<file path="config.mk">
export PLATFORM = sky130hd
export DESIGN_NAME = sop_tap_loader
export DESIGN_NICKNAME = d
export VERILOG_FILES = /design/src/rtl/sop_tap_loader.sv
export SDC_FILE = /design/constraint.sdc
export NUM_CORES = 1
export LEC_CHECK = 0
export CORE_MARGIN = 5
export CORE_UTILIZATION = 35
export CTS_BUF_LIST = sky130_fd_sc_hd__clkbuf_16
export DETAILED_ROUTE_END_ITERATION = 16
export PLACE_DENSITY_LB_ADDON = 0.08
export SYNTH_ARGS = -nofsm -noshare
export SYNTH_HDL_FRONTEND = slang
export SYNTH_SLANG_ARGS = --single-unit
</file>
<file path="constraint.sdc">
create_clock -name clk -period 3.5 [get_ports clk]
set_clock_uncertainty 0.1 [all_clocks]
set_input_delay 0.35 -clock clk [delete_from_list [all_inputs] [get_ports clk]]
set_output_delay 0.35 -clock clk [all_outputs]
set_load 0.1 [all_outputs]
</file>
<file path="src/rtl/sop_tap_loader.sv">
`default_nettype none
// ============================================================================
// Module      : sop_tap_loader
// Description : Upstream feeder for the 4-tap sum-of-products datapath.
//               Accepts a valid/ready sample stream into a 4-deep delay line
//               (d1 newest .. d4 oldest), holds double-buffered coefficients
//               (shadow slots -> active c1..c4 on commit) and pulses
//               taps_valid when a freshly shifted, fully populated tap set is
//               presented.
// Configuration macro:
//   COEF_LOCK_EN : when defined, coef_we / coef_commit are ignored in RUN so
//                  every tap set produced in RUN uses one coefficient set.
// Ports:
//   clk, rst            clock, synchronous active-high reset
//   coef_we/addr/data   write one shadow coefficient slot (0->c1 .. 3->c4)
//   coef_commit         copy all shadow slots to active c1..c4
//   flush               clear delay line, return to FILL (coefficients kept)
//   s_valid/s_data      sample input
//   s_ready             sample can be accepted this cycle
//   d1..d4              delay-line taps
//   c1..c4              active coefficients
//   taps_valid          1-cycle pulse: taps updated and all four are real
//   fill_count          real samples held in the line, saturates at 4
// Revision    : 1.0 - initial release
// ============================================================================
module sop_tap_loader #(
  parameter int WIDTH = 4
) (
  input  logic             clk,
  input  logic             rst,
  input  logic             coef_we,
  input  logic [1:0]       coef_addr,
  input  logic [WIDTH-1:0] coef_data,
  input  logic             coef_commit,
  input  logic             flush,
  input  logic             s_valid,
  input  logic [WIDTH-1:0] s_data,
  output logic             s_ready,
  output logic [WIDTH-1:0] d1,
  output logic [WIDTH-1:0] d2,
  output logic [WIDTH-1:0] d3,
  output logic [WIDTH-1:0] d4,
  output logic [WIDTH-1:0] c1,
  output logic [WIDTH-1:0] c2,
  output logic [WIDTH-1:0] c3,
  output logic [WIDTH-1:0] c4,
  output logic             taps_valid,
  output logic [2:0]       fill_count
);

  typedef enum logic [1:0] {
    ST_IDLE = 2'd0,
    ST_FILL = 2'd1,
    ST_RUN  = 2'd2
  } state_t;

  state_t           r_state;
  logic [WIDTH-1:0] r_shadow [4];
  logic             w_accept;
  logic             w_coef_ok;

  assign s_ready  = (r_state != ST_IDLE) && !flush;
  assign w_accept = s_valid && s_ready;

`ifdef COEF_LOCK_EN
  // Freeze the coefficient path while tap sets are being streamed.
  assign w_coef_ok = (r_state != ST_RUN);
`else
  assign w_coef_ok = 1'b1;
`endif

  always_ff @(posedge clk) begin
    if (rst) begin
      r_state    <= ST_IDLE;
      d1         <= '0;
      d2         <= '0;
      d3         <= '0;
      d4         <= '0;
      c1         <= '0;
      c2         <= '0;
      c3         <= '0;
      c4         <= '0;
      r_shadow   <= '{default: '0};
      taps_valid <= 1'b0;
      fill_count <= 3'd0;
    end else begin
      // Pulse only when this accept completes or refreshes a full line.
      taps_valid <= w_accept && (fill_count >= 3'd3);

      // Commit reads the pre-edge shadow, so a same-edge write only lands in
      // the shadow and becomes active on a later commit.
      if (w_coef_ok && coef_we)
        r_shadow[coef_addr] <= coef_data;
      if (w_coef_ok && coef_commit) begin
        c1 <= r_shadow[0];
        c2 <= r_shadow[1];
        c3 <= r_shadow[2];
        c4 <= r_shadow[3];
      end

      case (r_state)
        ST_IDLE: begin
          if (coef_commit)
            r_state <= ST_FILL;
        end
        ST_FILL, ST_RUN: begin
          if (flush) begin
            d1         <= '0;
            d2         <= '0;
            d3         <= '0;
            d4         <= '0;
            fill_count <= 3'd0;
            r_state    <= ST_FILL;
          end else if (w_accept) begin
            d4 <= d3;
            d3 <= d2;
            d2 <= d1;
            d1 <= s_data;
            if (fill_count < 3'd4)
              fill_count <= fill_count + 3'd1;
            if (fill_count >= 3'd3)
              r_state <= ST_RUN;
          end
        end
        default: r_state <= ST_IDLE;
      endcase
    end
  end

endmodule
`default_nettype wire

</file>
# Word level (Yosys, flattened, before mapping)
# Index checks and enable logic that the tools add are counted.
dict set report op_classes {
  addsub 1
  order_cmp 4
  n_eq_ne 5
  n_mux 19
  n_bitwise 1
  n_reduce_logical 13
}
# op n
set op_table {}
lappend op_table {{two-way mux 4 bit} 9}
lappend op_table {{bitwise mux 16 bit} 1}
lappend op_table {{two-way mux 3 bit} 3}
lappend op_table {{demux 4 bit (select 2 bit)} 1}
lappend op_table {{two-way mux 2 bit} 4}
lappend op_table {{!= test 3 bit (second input constant)} 2}
lappend op_table {{AND reduction 3 bit} 2}
lappend op_table {{nonzero test 2 bit} 3}
lappend op_table {{logical AND 1 bit} 4}
lappend op_table {{case mux 2 bit (2 select lines)} 1}
lappend op_table {{adder 3 x 1 -> 3 bit (second input constant)} 1}
lappend op_table {{>= comparator 3 x 2 -> 1 bit (second input constant)} 1}
lappend op_table {{>= comparator 3 bit (second input constant)} 1}
lappend op_table {{< comparator 3 x 1 -> 1 bit (second input constant)} 1}
lappend op_table {{< comparator 3 bit (second input constant)} 1}
lappend op_table {{NOT 2 -> 3 bit} 1}
lappend op_table {{equality test 2 x 1 -> 1 bit (second input constant)} 1}
lappend op_table {{equality test 2 bit (second input constant)} 1}
lappend op_table {{zero test 2 bit} 1}
lappend op_table {{!= test 2 bit (second input constant)} 1}
lappend op_table {{AND reduction 2 bit} 1}
lappend op_table {{OR reduction 2 bit} 1}
lappend op_table {{zero test 1 bit} 1}
dict set report word_totals {
  ff_bits 54
  input_bits 16
}

# Longest topological paths before layout
# Gate-level depths: netlist of the first run.
dict set report depth {
  ltp_word 6
  mapped_depth 8
  ltp_nobuf 6
}

# Worst setup path after synthesis of the first run
# No wires, ideal clock.
dict set report synth_path {
  path_kind {flip-flop to output port}
  startpoint {register r_state[0]}
  endpoint {output port s_ready}
  arrival_time_ns 1.856
  required_time_ns 3.050
  path_slack_ns 1.194
  path_stages_with_launch 4
  path_cell_list {dfxtp_1 -> inv_1 -> ha_1 -> nor2_1}
}
dict set report synth_via {
  elab_chain_cells 2
}
# element line_no
set synth_lines {}
lappend synth_lines {{from (decl)} 57} ;# state_t r_state;
lappend synth_lines {{from (signal assigned)} 74} ;# r_state <= ST_IDLE;
lappend synth_lines {{from (signal assigned)} 104} ;# r_state <= ST_FILL;
lappend synth_lines {{from (signal assigned)} 113} ;# r_state <= ST_FILL;
lappend synth_lines {{nonzero test 2 bit} 62} ;# assign s_ready = (r_state != ST_IDLE) && !flush;
lappend synth_lines {{logical AND 1 bit} 62}
lappend synth_lines {{to (decl)} 38} ;# output logic s_ready,
# Every way passes these cells.

# Final worst setup path of the first run
dict set report layout_path {
  startpoint {register fill_count[2]}
  endpoint {output port fill_count[2]}
}
# element line_no
set layout_lines {}
lappend layout_lines {{from (decl)} 48} ;# output logic [2:0] fill_count
lappend layout_lines {{from (signal assigned)} 120} ;# fill_count <= fill_count + 3'd1;
# No word-level cell between the ends.

==> results of run 1 <==
-- registers in the layout, indices dropped and copies added, names as in the netlist --
register	cells
d3	4
c1	4
c4	4
taps_valid	1
r_state	2
d4	4
r_shadow	16
fill_count	3
c2	4
d1	4
c3	4
d2	4
-- metrics by stage --
stage / hold slack [ns] / util, % / instance area, sq um / std cells
floorplan: 0.360 / - / 2030 / 200
global placement: 0.379 / 46.2 / 2570 / 314
detailed placement: 0.386 / 46.2 / 2570 / 314
CTS: 0.400 / 48.7 / 2710 / 322
global route: 0.426 / 48.7 / 2710 / 322
finish: 0.392 / 48.7 / 2710 / 322
-- power groups by stage --
stage	Clock, mW	Sequential (mW)	Combinational, mW
floorplan	0	0.676	0.0807
global placement	0	0.648	0.153
detailed placement	0	0.648	0.151
CTS	0.488	0.634	0.152
global route	0.507	0.635	0.163
finish	0.465	0.634	0.151
-- layout make-up --
class	count	share of cell area, %
Clock buffer	5	4.61
Clock inverter	3	0.461
Inverter	3	0.415
Multi-Input combinational cell	132	32.1
Sequential cell	54	39.9
Tap cell	72	3.32
Timing Repair Buffer	53	19.2
-- cells by family (layout without fill, tap and decap cells) --
logic type                 after synthesis  count (layout)  share of synthesized area (%)
buffers and inverters                   14              64                           3.82
DFF                                     54              54                           53.2
muxes                                   32              32                           15.8
AOI/OAI and AO/OA                       27              27                           9.86
and+or+nand+nor                         69              69                           14.8
adders and majority gates                4               4                           2.46
-- layer usage --
metal  vias to the layer above  wire length, um  part of all wire [%]  GRT usage [%]
li1                        784                -                     -              -
met1                       676             2030                    48           15.4
met2                        34             1890                    45           18.4
met3                         6              262                   6.2           3.90
met4                         0               38                  0.90           3.40
met5                         -                0                     0              0
-- how the worst max path moves through the flow --
stage	end	slack, ns	cells past startpoint
2_1_floorplan	s_ready	1.19	3
3_3_place_gp	fill_count[2]	1.40	1
3_5_place_dp	fill_count[2]	1.39	1
4_1_cts	fill_count[2]	1.09	1
5_1_grt	fill_count[2]	1.06	1
6_report	fill_count[2]	1.11	1
-- layout by cell type (no fill, tap or decap), types with 2 or more instances in the layout --
master           Yosys  layout
a21oi_1              3       3
a22oi_1             17      17
buf_4                1       2
clkbuf_16            0       5
clkdlybuf4s50_1      0      50
dfxtp_1             54      54
ha_1                 4       4
inv_1                2       3
mux2i_1             32      32
nand2_1              3       3
nand3_1              2       2
nand3b_1             2       2
nor2_1              53      53
nor2b_2              2       2
o211ai_1             2       2
or3_1                2       2
==> summary.txt, run 1 <==
Worst setup path
  – Flop2flop setup slack: 1.54 ns
  – Arr. time, crit path: 1.94 ns
  – Kind of critical path: flop to output port
  – Worst R2R Start: r_state[1]
  – Worst Path Buf+Inv: 1
  – Req. time, crit path: 3.05 ns
  – Top cell family by delay on the critical path: buffers and inverters
  – Crit path launch type: flop
  – Cells along the critical path: clkdlybuf4s50_1
  – Slowest CP cell: clkdlybuf4s50_1
  – Crit Path Max Fanout: 8
  – CP startpoint: fill_count[2]
  – Worst reg2reg path depth: 6
  – Critical path's largest stage delay: 1.19 ns
  – RR Endpoint: fill_count[1]
  – Kind of end point of the critical path: output port

Global routing
  – Total GRT Usage: 11.7%
  – Largest net degree at the start of global routing: 56
  – Initial antenna violation count: 0
  – GRT overflow: 0
  – First-pass GRT wire length: 6.98 mm
  – Vias in the first global route: 1427

Die
  – Die height: 86.2 um
  – Top-Level Pins: 53
  – Die area: 0.00743 sq mm
  – Die width: 86.2 um
  – Row count: 27
  – Starting density of the core: 36.4%
  – Placeable Area: 0.00557 sq mm

STA
  – Period utilisation layout: 68.4%
  – Tightest Pin Transition: 0.975 ns
  – Final setup fails: 0
  – Fin worst setup slack: 1.11 ns
  – Max-slew violations: 0
  – Period minus WS final: 2.39 ns
  – Rel. slew slack: 34.8%
  – Fin. Hold Viols: 0
  – Max Fclk: 418 MHz
  – RSZ-0062 raised after global routing: no
  – Final setup TNS: 0 ns

Hold path
  – Worst hold stages: 2
  – Min-delay worst type: flop to flop
  – HP Start: c1[0]
  – WHS Endpoint: c1[0]

Logic synthesis
  – Post-synth EDFFs: 0
  – Synth Register Bits: 54
  – Top cells by count, synth: 54 x dfxtp_1, 53 x nor2_1, 32 x mux2i_1
  – Most frequent cell after synthesis: dfxtp_1
  – Synth Net Count: 220
  – Synth async-reset ratio: 0%
  – Syn Area/Cell: 10.2 sq um
  – Count of unique library cells instantiated by Yosys: 30
  – Synth Cell Area: 0.00203 sq mm
  – Synth area leaders: dfxtp_1 53%, mux2i_1 16%, nor2_1 9.8%, a22oi_1 6.3%, ha_1 2.5%
  – Share of Yosys cell area claimed by the top area cell type: 53.2%
  – Register area share after synthesis: 53.2%
  – Gate Count Post-Synth: 200
  – Synth Flop Type: dfxtp_1
  – Post-synth top area cell: dfxtp_1
  – YS warnings: 0

Route
  – DRT Pass-1 Iters: 4
  – WL final: 4.21 mm
  – Residual DRC count: 0
  – Vias per cell: 4.66
  – Routed WL per cell: 13.1 um
  – DRT iter0 DRCs: 92
  – Vias post-DR: 1500
  – Final ANT Viol Nets: 0

Clock network
  – Setup Fix Bufs, Post-CTS: 0
  – Hold-fix buffers, CTS: 0
  – CTS clk-pin slew, worst paths: 0.07 ns
  – TritonCTS Buffers: 5
  – Resized Gates After CTS: 0
  – H-tree lvl count: 2
  – Maximum buffer depth of the clock tree: 2
  – Clock Sinks: 54
  – Clock latency on the worst-skew pair: 0.28 ns
  – Clock root buffer: clkbuf_16
  – CTS tree: built

Finish
  – Antenna Cells: 0
  – Area occupied by multi-input gates: 872 sq um
  – Share of post-route cells with drive strength above 1: 6.00%
  – Layout area overhead: 33.6%
  – Final nets: 269
  – Filler Cell Count: 546
  – Total area of sequential cells: 0.00108 sq mm

Placement
  – Pre-CTS setup slack: 1.39 ns
  – RePlAce Congestion: 0.677
  – PortBufs: 52
  – Hpwl dp: 2.86 mm

Flow run
  – Max capacitance violation total: 0

Pwr
  – Clock power frac: 37.2%
  – Internal power: 0.937 mW
  – Switching pwr: 0.312 mW
  – Part of the power in registers: 50.8%
  – Max VDD drop: 227 uV
  – Total power: 1.25 mW
  – Pwr dens: 461 mW/mm^2
  – Combinational Power Share: 12.1%
  – Sw Share: 25.0%
  – LEAKAGE: 1.09 nW

Run status
  – Status: complete, no violations
(Power assumes the default switching activity.)
==> inputs of run 2 (changes only) <==
==> constraint.sdc (replaced) <==
create_clock -name clk -period 2.3 [get_ports clk]
set_clock_uncertainty 0.1 [all_clocks]
set_input_delay 0.23 -clock clk [delete_from_list [all_inputs] [get_ports clk]]
set_output_delay 0.23 -clock clk [all_outputs]
set_load 0.1 [all_outputs]
==> run 2 against run 1 <==
- sequential power rose by 52%
- via count rose by 2.1%
- register-to-register slack got worse by 0.96 ns
- cell area fell by 1.8%
- non-clock buffer count rose by 2
- die area did not move
- global-route usage rose by 0.15 points
- clock power rose by 50%
- cell count rose by 0.62%
- sequential share of layout area rose by 0.75 points
- worst hold slack got worse by 0.11 ns
- sequential cell count did not move
==> summary.txt, run 2 (same netlist as run 1, synthesis figures left out) <==
Run status
  – Status: complete, no violations

Clock network
  – Clock root buffer: clkbuf_16
  – Maximum buffer depth of the clock tree: 2 (unchanged)
  – Setup Fix Bufs, Post-CTS: 0 (unchanged)
  – Clock Sinks: 54 (unchanged)
  – Hold-fix buffers, CTS: 0 (unchanged)
  – CTS tree: built
  – Resized Gates After CTS: 0 (unchanged)
  – H-tree lvl count: 2 (unchanged)
  – Clock latency on the worst-skew pair: 0.28 ns (about the same)
  – CTS clk-pin slew, worst paths: 0.06 ns (about the same)
  – TritonCTS Buffers: 5 (unchanged)

Worst setup path
  – Worst Path Buf+Inv: 2 (+1)
  – Req. time, crit path: 2.35 ns (-0.70 ns)
  – Cells along the critical path: inv_1 -> ha_1 -> nor2b_2 -> and2_1 -> buf_4 -> a22oi_1 -> nor2_1
  – Slowest CP cell: ha_1
  – Arr. time, crit path: 1.78 ns (-0.16 ns)
  – Critical path's largest stage delay: 0.34 ns (-0.85 ns)
  – Crit Path Max Fanout: 18 (+10)
  – Worst R2R Start: r_state[0]
  – Top cell family by delay on the critical path: simple AND/OR/NAND/NOR gates
  – Kind of critical path: flop to flop
  – Crit path launch type: flop
  – Kind of end point of the critical path: flop
  – CP startpoint: r_state[0]

Die
  – Top-Level Pins: 53 (unchanged)
  – Placeable Area: 0.00557 sq mm (unchanged)
  – Die area: 0.00743 sq mm (unchanged)
  – Die width: 86.2 um (unchanged)
  – Row count: 27 (unchanged)
  – Die height: 86.2 um (unchanged)
  – Starting density of the core: 36.4% (unchanged)

Placement
  – Hpwl dp: 2.96 mm (+3.4%)
  – PortBufs: 52 (unchanged)
  – Placed cell count: 316 (+0.64%)
  – RePlAce Congestion: 0.693 (+2.4%)

STA
  – Period utilisation layout: 74.9%
  – Period minus WS final: 1.72 ns
  – Final setup fails: 0 (unchanged)
  – Max Fclk: 580 MHz
  – Tightest Pin Transition: 0.614 ns (-0.360 ns)
  – Hold_ws: 0.287 ns (-0.105 ns)
  – RSZ-0062 raised after global routing: no
  – Final setup TNS: 0 ns (unchanged)
  – Max-slew violations: 0 (unchanged)
  – Rel. slew slack: 59.1% (+24 points)
  – Fin. Hold Viols: 0 (unchanged)

Finish
  – Share of post-route cells with drive strength above 1: 21.0% (+15 points)
  – Max FFs per register: 16 (unchanged)
  – Filler Cell Count: 543 (-0.55%)
  – Final Non-Filler Cells: 324 (+0.62%)
  – Final nets: 271 (+0.74%)
  – Layout area overhead: 31.1%
  – Commonest non-fill, non-tap cell in the layout: dfxtp_1
  – Antenna Cells: 0 (unchanged)
  – Largest Register: r_shadow
  – Most frequent cells in the layout: 54 x dfxtp_1, 53 x nor2_1, 38 x buf_4

Global routing
  – Vias in the first global route: 1477 (+3.5%)
  – First-pass GRT wire length: 7.07 mm (+1.3%)
  – Largest net degree at the start of global routing: 33 (-41%)
  – GRT overflow: 0 (unchanged)
  – Initial antenna violation count: 0 (unchanged)
  – Total GRT Usage: 11.9% (+0.15 points)

Pwr
  – Max VDD drop: 528 uV (+130%)
  – Pwr dens: 714 mW/mm^2 (+55%)
  – LEAKAGE: 1.19 nW (+8.4%)

Route
  – Vias per cell: 4.73 (+1.5%)
  – WL final: 4.18 mm (-0.71%)
  – Vias post-DR: 1532 (+2.1%)
  – Final ANT Viol Nets: 0 (unchanged)
  – Residual DRC count: 0 (unchanged)
  – Routed WL per cell: 12.9 um (-1.3%)
  – DRT Pass-1 Iters: 4 (unchanged)
  – DRT iter0 DRCs: 65 (-29%)

Hold path
  – Min-delay worst type: primary input to flop
  – HP Start: rst

Flow run
  – Max capacitance violation total: 0 (unchanged)
[run 2: cell types whose count changed in the layout (fill, tap and decap cells not counted)]
cell / previous run / this run
buf_12: 0 / 2
buf_4: 2 / 38
clkdlybuf4s50_1: 50 / 14
[run 2: worst paths after layout]
| path | to | slack (ns) | depth (start not counted) |
|---|---|---|---|
| min | d4[3] | 0.29 | 2 |
| max | d1[3] | 0.58 | 7 |
| max reg2reg | d1[3] | 0.58 | 7 |
| min reg2reg | c1[3] | 0.40 | 2 |
[run 2: cell type report]
class / instances / area, sq um / area share, %
clock buffers: 5 / 125 / 4.70
clock inverters: 3 / 12.5 / 0.470
inverters: 3 / 11.3 / 0.423
multi-input cells: 132 / 872 / 32.8
flip-flops and latches: 54 / 1080 / 40.6
well taps: 72 / 90.1 / 3.38
repair buffers: 55 / 470 / 17.7
[run 2: metrics by stage]
stage          power, mW  instance area (sq um)  util, %  worst slack (ns)
5_1_grt             2.00                   2660     47.8             0.434
3_5_place_dp        1.23                   2520     45.3             0.472
4_1_cts             1.93                   2660     47.8             0.561
2_1_floorplan       1.15                   2030        -             0.113
6_report            1.90                   2660     47.8             0.577
3_3_place_gp        1.23                   2520     45.3             0.480
[run 2: report_power, final]
part           switching (mW)  leakage (nW)  internal, mW  total [mW]
sequential             0.0107         0.437         0.955       0.965
combinational           0.153         0.676        0.0849       0.237
clock                   0.304        0.0724         0.394       0.698
[run 2: layer usage]
layer	GRT usage (%)	routed length (um)	up-vias	part of all wire, %
met5	0	0	-	0
met2	19.4	1950	34	47
met1	14.8	1930	705	46
li1	-	-	791	-
met3	3.90	277	2	6.6
met4	3.82	25	0	0.60
==> inputs of run 3 (changes only) <==
==> constraint.sdc (replaced) <==
create_clock -name clk -period 1.5 [get_ports clk]
set_clock_uncertainty 0.1 [all_clocks]
set_input_delay 0.15 -clock clk [delete_from_list [all_inputs] [get_ports clk]]
set_output_delay 0.15 -clock clk [all_outputs]
set_load 0.1 [all_outputs]
==> run 3 against run 2 <==
- the run now ends with negative setup slack left
- core utilization up 13 points
- register-to-register slack worse by 0.58 ns
- power up 64%
- count of clock-buffer cells in the layout is the same
- critical path depth is the same
- highest routed layer unchanged
- worst setup slack got worse by 0.58 ns
- critical endpoint is now fill_count[2]
- sequential share of layout area shrank 8.4 points
==> summary.txt, run 3 (same netlist as run 1, synthesis figures left out) <==
Run status
  – Status: finished, violations left
  – Failing checks: negative setup slack

Route
  – WL final: 4.67 mm (+12%)
  – Residual DRC count: 0 (unchanged)
  – Routed WL per cell: 13.8 um (+6.7%)
  – Vias post-DR: 1595 (+4.1%)
  – DRT iter0 DRCs: 48 (-26%)
  – Vias per cell: 4.71 (-0.49%)
  – Final ANT Viol Nets: 0 (unchanged)
  – DRT Pass-1 Iters: 4 (unchanged)

Die
  – Die height: 86.2 um (unchanged)
  – Starting density of the core: 36.4% (unchanged)
  – Die width: 86.2 um (unchanged)
  – Row count: 27 (unchanged)
  – Top-Level Pins: 53 (unchanged)
  – Die area: 0.00743 sq mm (unchanged)
  – Placeable Area: 0.00557 sq mm (unchanged)

STA
  – Max-slew violations: 0 (unchanged)
  – Period utilisation layout: 100% (+26 points)
  – Fin. Hold Viols: 0 (unchanged)
  – Max Fclk: 664 MHz (+14%)
  – Rel. slew slack: 79.4% (+20 points)
  – RSZ-0062 raised after global routing: yes
  – Hold_ws: 0.0946 ns (-0.192 ns)
  – Period minus WS final: 1.51 ns (-0.216 ns)
  – Final setup TNS: -0.0112 ns (-0.0112 ns)
  – Fin worst setup slack: -0.00714 ns (-0.584 ns)
  – Tightest Pin Transition: 0.309 ns (-0.305 ns)
  – Final setup fails: 2 (+2)

Finish
  – Final nets: 286 (+5.5%)
  – Most frequent cells in the layout: 52 x nor2_1, 49 x dfxtp_1, 41 x buf_12
  – Max FFs per register: 16 (unchanged)
  – Final core occ: 61.1% (+13 points)
  – Layout area overhead: 67.7%
  – Largest Register: r_shadow
  – Share of post-route cells with drive strength above 1: 36.0% (+15 points)
  – Antenna Cells: 0 (unchanged)
  – Final instance area: 0.00340 sq mm (+28%)
  – Commonest non-fill, non-tap cell in the layout: nor2_1

Flow run
  – Max capacitance violation total: 0 (unchanged)

Clock network
  – Hold-fix buffers, CTS: 0 (unchanged)
  – Clock latency on the worst-skew pair: 0.29 ns (about the same)
  – TritonCTS Buffers: 5 (unchanged)
  – CTS tree: built
  – CTS clk-pin slew, worst paths: 0.07 ns (about the same)
  – Clock root buffer: clkbuf_16
  – Maximum buffer depth of the clock tree: 2 (unchanged)
  – H-tree lvl count: 2 (unchanged)
  – Clock Sinks: 54 (unchanged)

Placement
  – Placed cell areas: 0.00319 sq mm (+26%)
  – RePlAce Congestion: 0.774 (+12%)
  – Hpwl dp: 3.28 mm (+11%)
  – PortBufs: 52 (unchanged)

Hold path
  – Min-delay worst type: primary input to flop

Pwr
  – Internal power: 2.30 mW (+61%)
  – Pwr dens: 915 mW/mm^2 (+28%)
  – Part of the power in registers: 47.6% (-3.2 points)
  – Switching pwr: 0.813 mW (+74%)
  – LEAKAGE: 1.39 nW (+17%)
  – Max VDD drop: 749 uV (+42%)
  – Sw Share: 26.1% (+1.5 points)
  – Clock power frac: 36.3% (-0.4 points)
  – Combinational Power Share: 16.1% (+3.6 points)

Global routing
  – Largest net degree at the start of global routing: 34 (+3.0%)
  – Total GRT Usage: 12.8% (+0.91 points)
  – Initial antenna violation count: 0 (unchanged)
  – Vias in the first global route: 1550 (+4.9%)
  – First-pass GRT wire length: 7.47 mm (+5.8%)
  – GRT overflow: 0 (unchanged)

Worst setup path
  – Arr. time, crit path: 1.58 ns (-0.20 ns)
  – Kind of critical path: flop to flop
  – Crit Path Max Fanout: 4 (-14)
  – Crit path launch type: flop
  – Kind of end point of the critical path: flop
  – Req. time, crit path: 1.58 ns (-0.77 ns)
-- run 3: power groups by stage --
stage / Combinational [mW] / Clock, mW / Sequential, mW
floorplan: 0.219 / 0 / 1.58
global placement: 0.477 / 0 / 1.51
detailed placement: 0.479 / 0 / 1.51
CTS: 0.485 / 1.16 / 1.48
global route: 0.534 / 1.22 / 1.49
finish: 0.502 / 1.13 / 1.48
-- run 3: through the flow --
step	setup WS (ns)	instances	total power [mW]
after floorplan	-0.105	200	1.80
after CTS	0.00576	338	3.13
after global routing	-0.0580	339	3.24
after global placement	-0.0585	328	1.99
final	-0.00714	339	3.11
after detailed placement	-0.104	328	1.99
-- run 3: routing by layer --
layer  global-route usage [%]  vias to the layer above  share of wire, %  routed length [um]
li1                         -                      820                 -                   -
met1                     16.6                      735                46                2170
met2                     20.0                       35                47                2190
met3                     4.85                        5               5.5                 259
met4                     3.40                        0               1.0                  47
met5                        0                        -                 0                   0
-- run 3: worst max-delay path: stages, from the launching register on --
cell     delay (ns)
dfxtp_2        0.34
inv_2          0.05
ha_4           0.23
nor2b_4        0.13
and2_4         0.18
buf_4          0.15
a22oi_2        0.15
nor2_1         0.05
-- run 3: what timing repair did --
| action | in CTS | in global routing |
|---|---|---|
| resized for setup | 1 | 8 |
| pin swaps | 2 | 1 |
| hold endpoints to repair | 0 | 0 |
| setup endpoints to repair | 9 | 20 |
| gates cloned | 0 | 0 |
| buffers inserted | 3 | 1 |
-- run 3: worst paths after layout --
check                                   from            end  slack [ns]  cells after the start
worst max register to register    r_state[1]  fill_count[2]      -0.007                      7
worst min-delay path                     rst  fill_count[2]        0.09                      2
worst max-delay path              r_state[1]  fill_count[2]      -0.007                      7
worst min register to register  r_shadow[11]   r_shadow[11]        0.40                      2
-- run 3: cell type report --
class / count / area [sq um]
clock buffer: 5 / 125
clock inverter: 3 / 17.5
fill: 478 / 2170
inverter: 3 / 11.3
multi-input combinational: 132 / 995
sequential: 54 / 1090
tap: 72 / 90.1
timing repair buffer: 70 / 1070
